$ cat src/rtl/inst_sequencer_pkg.sv
// Shared definitions for the instruction sequencer slice.
//   state_t   : sequencer FSM states
//   OP_HALT   : opcode that terminates a program (never issued)
//   NOP_WORD  : instruction word the CPU decodes as no-write
//   OP_HI/LO  : opcode field bounds within a 16-bit instruction word
package seq_pkg;

  typedef enum logic [1:0] {
    IDLE = 2'd0,
    RUN  = 2'd1,
    DONE = 2'd2
  } state_t;

  localparam logic [3:0]  OP_HALT  = 4'hE;
  localparam logic [15:0] NOP_WORD = 16'h0000;
  localparam int unsigned OP_HI    = 15;
  localparam int unsigned OP_LO    = 12;

  function automatic logic is_halt(input logic [15:0] word);
    return word[OP_HI:OP_LO] == OP_HALT;
  endfunction

endpackage

$ cat src/rtl/inst_sequencer_prog_mem.sv
// Program memory for the instruction sequencer.
//   clk, clr : clock and synchronous active-high clear (all words -> 0)
//   we       : write enable for wdata -> mem[waddr]
//   raddr    : combinational read address, rdata = mem[raddr]
module prog_mem #(
  parameter int unsigned DEPTH = 16,
  parameter int unsigned AW    = 4
) (
  input  logic          clk,
  input  logic          clr,
  input  logic          we,
  input  logic [AW-1:0] waddr,
  input  logic [15:0]   wdata,
  input  logic [AW-1:0] raddr,
  output logic [15:0]   rdata
);

  logic [15:0] mem [DEPTH];

  always_ff @(posedge clk) begin
    if (clr) begin
      for (int unsigned i = 0; i < DEPTH; i++) begin
        mem[i] <= '0;
      end
    end else if (we) begin
      mem[waddr] <= wdata;
    end
  end

  assign rdata = mem[raddr];

endmodule

$ cat src/rtl/inst_sequencer.sv
// Instruction issue unit feeding the 16-bit code input of the 4-bit CPU.
//   clk, clr            : clock, synchronous active-high reset (also clears memory)
//   load_en/addr/data   : program write port, honoured only outside RUN
//   start               : begin execution at address 0 (ignored if load_en)
//   hold                : stall, issue NOP with pc frozen
//   abort               : leave RUN and return to IDLE
//   code                : registered instruction presented to the CPU
//   busy / done         : state == RUN / state == DONE
//   issued              : instructions issued since the last start
module inst_sequencer
  import seq_pkg::*;
#(
  parameter int unsigned DEPTH = 16,
  parameter int unsigned AW    = 4
) (
  input  logic          clk,
  input  logic          clr,
  input  logic          load_en,
  input  logic [AW-1:0] load_addr,
  input  logic [15:0]   load_data,
  input  logic          start,
  input  logic          hold,
  input  logic          abort,
  output logic [15:0]   code,
  output logic          busy,
  output logic          done,
  output logic [AW:0]   issued
);

  state_t        state, state_nxt;
  logic [AW-1:0] pc;
  logic          wrapped;
  logic [15:0]   rd_word;
  logic          mem_we;
  logic          do_start;
  logic          do_issue;

  prog_mem #(
    .DEPTH (DEPTH),
    .AW    (AW)
  ) u_mem (
    .clk   (clk),
    .clr   (clr),
    .we    (mem_we),
    .waddr (load_addr),
    .wdata (load_data),
    .raddr (pc),
    .rdata (rd_word)
  );

  // State register
  always_ff @(posedge clk) begin
    if (clr) state <= IDLE;
    else     state <= state_nxt;
  end

  // Next-state logic
  always_comb begin
    state_nxt = state;
    case (state)
      RUN: begin
        if (abort)                          state_nxt = IDLE;
        else if (hold)                      state_nxt = RUN;
        else if (wrapped || is_halt(rd_word)) state_nxt = DONE;
        else                                state_nxt = RUN;
      end
      default: begin
        if (start && !load_en) state_nxt = RUN;
        else if (abort)        state_nxt = IDLE;
      end
    endcase
  end

  // Output / control decode
  always_comb begin
    mem_we   = 1'b0;
    do_start = 1'b0;
    do_issue = 1'b0;
    if (state == RUN) begin
      do_issue = !abort && !hold && !wrapped && !is_halt(rd_word);
    end else begin
      mem_we   = load_en;
      do_start = start && !load_en;
    end
  end

  // Datapath: code is NOP on every edge that does not issue a word.
  // wrapped marks that the last address has been issued, so the pc
  // rolling over to 0 never re-issues mem[0].
  always_ff @(posedge clk) begin
    if (clr) begin
      pc      <= '0;
      wrapped <= 1'b0;
      issued  <= '0;
      code    <= NOP_WORD;
    end else begin
      code <= do_issue ? rd_word : NOP_WORD;
      if (do_start) begin
        pc      <= '0;
        wrapped <= 1'b0;
        issued  <= '0;
      end else if (do_issue) begin
        pc     <= pc + AW'(1);
        issued <= issued + (AW+1)'(1);
        if (pc == AW'(DEPTH-1)) wrapped <= 1'b1;
      end
    end
  end

  assign busy = (state == RUN);
  assign done = (state == DONE);

endmodule
$ cat config.mk
export PLATFORM = sky130hd
export DESIGN_NAME = inst_sequencer
export DESIGN_NICKNAME = d
export VERILOG_FILES = /design/src/rtl/inst_sequencer_pkg.sv /design/src/rtl/inst_sequencer_prog_mem.sv /design/src/rtl/inst_sequencer.sv
export SDC_FILE = /design/constraint.sdc
export NUM_CORES = 1
export LEC_CHECK = 0
export CORE_MARGIN = 2
export CORE_UTILIZATION = 35
export DETAILED_ROUTE_END_ITERATION = 6
export PLACE_DENSITY = 0.49
export SLEW_MARGIN = 0
export SYNTH_ARGS = -nofsm -noshare
export SYNTH_HDL_FRONTEND = slang
export SYNTH_SLANG_ARGS = --single-unit
$ cat constraint.sdc
create_clock -name clk -period 6.5 [get_ports clk]
set_input_delay 1.3 -clock clk [delete_from_list [all_inputs] [get_ports clk]]
set_output_delay 1.3 -clock clk [all_outputs]
set_load 0.01 [all_outputs]
* After elaboration in Yosys (flattened, before gate mapping)
Memories as Yosys holds them, arrays and structs flattened. A register that Yosys moved wholly into a read port is not among the register bits. Index checks and enable logic that the tools add are counted.
Word-level totals: flip-flop bits (word level) 28, memories kept 1, input port bits 26, word-level logic and storage cells 47, output and inout bits 23, RAM bits 256
Memories:
- u_mem.mem | words 16, width 16, read ports 1, clocked after memory_dff 1, write ports 16, RTL line inst_sequencer_prog_mem.sv:18 | logic [15:0] mem [DEPTH];
Cells by class: reduce and logical (&&, ||, !) cells 15, bitwise logic cells 1, $add $sub $neg 2, muxes and demuxes 19, eq/ne operators 4
Operators with widths (number):
- two-way mux 16 bit | 1
- OR reduction 16 bit | 1
- two-way mux 2 bit | 6
- two-way mux 4 bit | 3
- two-way mux 1 bit | 9
- equality test 4 bit (second input constant) | 2
- adder 5 x 1 -> 5 bit (second input constant) | 1
- logical NOT 1 bit | 5
- adder 4 x 1 -> 4 bit (second input constant) | 1
- logical AND 1 bit | 4
- OR reduction 2 bit | 2
- nonzero test 3 bit | 1
- equality test 2 x 1 -> 1 bit (second input constant) | 1
- equality test 2 bit (second input constant) | 1
- AND reduction 2 bit | 1
- logical OR 1 bit | 1
- NOT 1 bit | 1

* Longest topological paths before layout
depth in word-level cells 7, depth in mapped cells 9, mapped depth without buffers 6

* Hierarchy
Synthesis repeated with hierarchy kept, for this count alone.
Unflattened totals: cells, all modules 838, area, all modules 12714.7 um2
By module, submodules not included:
- prog_mem | area each 11562.3 um2, cells each 722, seq. area each 7687.4 um2, instances 1
- inst_sequencer | area each 1152.4 um2, cells each 116, seq. area each 560.5 um2, instances 1

* Least setup slack after synthesis
No wires, ideal clock.
path kind input -> register, from input clr, to memory u_mem.mem[4][0] (enable), data required time 6.089 ns, arrival 3.351 ns, library setup time 0.411 ns, buffers on the path 2, cell stages on the path 6, setup slack 2.738 ns, cells stage by stage clkbuf_1 -> inv_1 -> nand3_1 -> or3_1 -> clkbuf_1 -> o21ai_0
RTL lines:
- from (decl) | RTL line inst_sequencer.sv:17 | input logic clr,
- to (decl) | RTL line inst_sequencer_prog_mem.sv:18

==> impl_metrics.toml <==
[detailed_routing]
vias_per_cell = 5.143
wl_per_cell_um = 23.20
drt_drc_violations_left = 0
ant_nets = 0
drt_iter0_drc = 492
routed_wl_um = 31370
drt-pass1-iter-count = 5
vias = 6953

[synthesis]
synth_area_per_cell_um2 = 15.68
synthTopCellsByArea = "edfxtp_1, mux4_2, and2_1"
ys_seq_area_share_pct = 65.27
synth_fp_nets = 842
synthAdderAreaFrac_pct = 0.1961
netlist.area_leader.share_pct = 60.25
ys_seq_elements = 288
synth_top_family_by_area = "simple AND/OR/NAND/NOR gates"
synth_flop_cell = "edfxtp_1"
async_flop_share_pct = 0
synthCells = 814
synth_commonest_cells = "and2_1, edfxtp_1, mux4_2"
synth_compound_area_share_pct = 1.883
synth_top_area_cell = "edfxtp_1"
synth_xor_area_share_pct = 0
synth_cell_types = 45
syn-cell-area_um2 = 12760
synth-edff-count = 256
muxShareOfSynthArea_pct = 13.66
yosys_warnings = 0
yosys.area_share.simple_pct = 16.77

[floorplan]
initial_core_util_pct = 35.70
core-area_um2 = 35740
die_height_um = 194.9
rows = 69
dieArea_um2 = 38000
io_pins = 49
die_w_um = 194.9

[clock_network]
clockBufferDepth = 3
cts_tree = "built"
htreeDepth = 1
post_cts_buffers = 0
cts_num_sinks = 288
clk_pin_slew_worst_paths_ns = 0.06
numCtsBuffers = 30
cts_root_buf = "clkbuf_16"
hold_buffers = 0
ctsResizeCount = 0
clkLatencyLatePin_ns = 0.55

[pwr]
powerDensity_nw_per_um2 = 268.2
power.leakage_nw = 5.176
fin_total_pwr_mw = 3.957
peakVddDrop_mv = 0.1626

[timing]
hold_viol = 0
setup_viol = 0
setup-tns-final_ns = 0
slew_viol_final = 0
finalCriticalPeriod_ns = 3.899
fin_crit_sh_pct = 59.98
skew_ns = 0.01526
max_slew_margin_pct = 19.98
max_freq_mhz = 256.5
worstMarginPinSlew_ns = 1.196
fin_ws_ns = 2.601
grt_setup_unrepaired = "false"

[global_route]
antenna_found_initial = 1
grtUsageTotal_pct = 16.83
grt-ovfl-total = 0
grt_pass1_wl_um = 47350
grt_pass1_vias = 7480
grt_max_degree = 39

[finish]
drive_gt1_share_pct = 18.54
multi_input_area_um2 = 4148
fill_cells = 3218
stdcell_count = 1352
nNetsFinal = 894
layout.area.seq_um2 = 8333
syn2layout_area_growth_pct = 15.60
final_area_um2 = 14750

[status]
status = "complete, no violations"

[worst_setup_path]
path_class = "input pin to flop"
cpPeakStageDelay_ns = 0.63
path_max_fanout = 17
cp.required_ns = 6.69
critPathBufInv = 3
crit_arrival_ns = 4.09
crit_path_start_kind = "input pin"
cp_cell_sequence = "clkdlybuf4s50_1 > inv_1 > nand3_1 > or3_1 > nor3_1 > buf_4 > or2_2"
worst_path_max_delay_cell = "clkdlybuf4s50_1"
cp-end-kind = "flop"
critPathTopFamily = "buffers and inverters"

[job]
cap_violations = 0

[worst_hold_path]
hold_class = "flop to flop"

[placed_design]
dpl.cell_count = 1295
gp_congestion = 0.7963
dp_hpwl_um = 20180
post_dp_cell_area_um2 = 13780
dp_slack_ns = 2.094
portBuffers = 48
## routing by layer
metal  global-route usage, %  vias up  routed length [um]
met5                       0        -                   0
met4                   3.845        0                 447
met3                   1.943       31                1139
met2                   28.62      151               15540
met1                   23.23     3647               14240
li1                        -     3124                   -
## kinds of logic after synthesis
| family | Yosys count |
|---|---|
| muxes | 78 |
| DFF | 288 |
| AOI/OAI and AO/OA | 37 |
| adders and majority gates | 2 |
| buffers and inverters | 62 |
| and+or+nand+nor | 347 |
## cell type report
cell class              instances  share of cell area (%)
diodes                          1                 0.01696
clock buffers                  43                   5.836
clock inverters                13                  0.7380
inverters                       4                  0.1018
multi-input cells             464                   28.12
flip-flops and latches        288                   56.49
well taps                     461                   3.910
repair buffers                 78                   4.784
## tightest hold or removal path, stage by stage, from the launching register on
cell,delay (ns)
dfxtp_1,0.34
nand2_1,0.06
mux2i_1,0.05
## power breakdown
| part | leakage (nW) | switching (mW) | internal, mW | total (mW) |
|---|---|---|---|---|
| clock | 0.471 | 0.690 | 0.992 | 1.68 |
| sequential | 2.93 | 0.0173 | 2.07 | 2.09 |
| combinational | 1.77 | 0.117 | 0.0691 | 0.186 |
## flip-flops by register name (all words and copies together) (netlist names), named ones only
register,flops
u_mem.mem,256
issued,5
code,16
pc,4
wrapped,1
state,2
## path summary, 6_finish.rpt
| kind | cells past startpoint | to | slack [ns] | from |
|---|---|---|---|---|
| worst max-delay path | 7 | u_mem.mem[0][5]$_SDFFCE_PN0P_ | 2.60 | clr |
| worst min-delay path | 2 | issued[1]$_SDFFE_PP0N_ | 0.51 | issued[1]$_SDFFE_PP0N_ |
| worst max register to register | 7 | code[14]$_SDFF_PP0_ | 3.03 | flop |
| worst min register to register | 2 | issued[1]$_SDFFE_PP0N_ | 0.51 | issued[1]$_SDFFE_PP0N_ |
## metrics by stage
stage	hold slack [ns]	util, %
after floorplan	0.4671	-
after global placement	0.4851	38.55
after detailed placement	0.5058	38.55
after CTS	0.5090	41.26
after global routing	0.5348	41.26
final	0.5072	41.27
## placed cells by master (no fill, tap or decap), types with 10 or more instances in the layout
master / instances
nand2_1: 12
nor2b_1: 10
and2_1: 256
clkbuf_16: 31
buf_4: 30
mux4_2: 73
dfxtp_1: 30
clkdlybuf4s50_1: 48
o21ai_1: 13
edfxtp_1: 256
nor2_1: 19
Power figures use the tool's default switching activity.
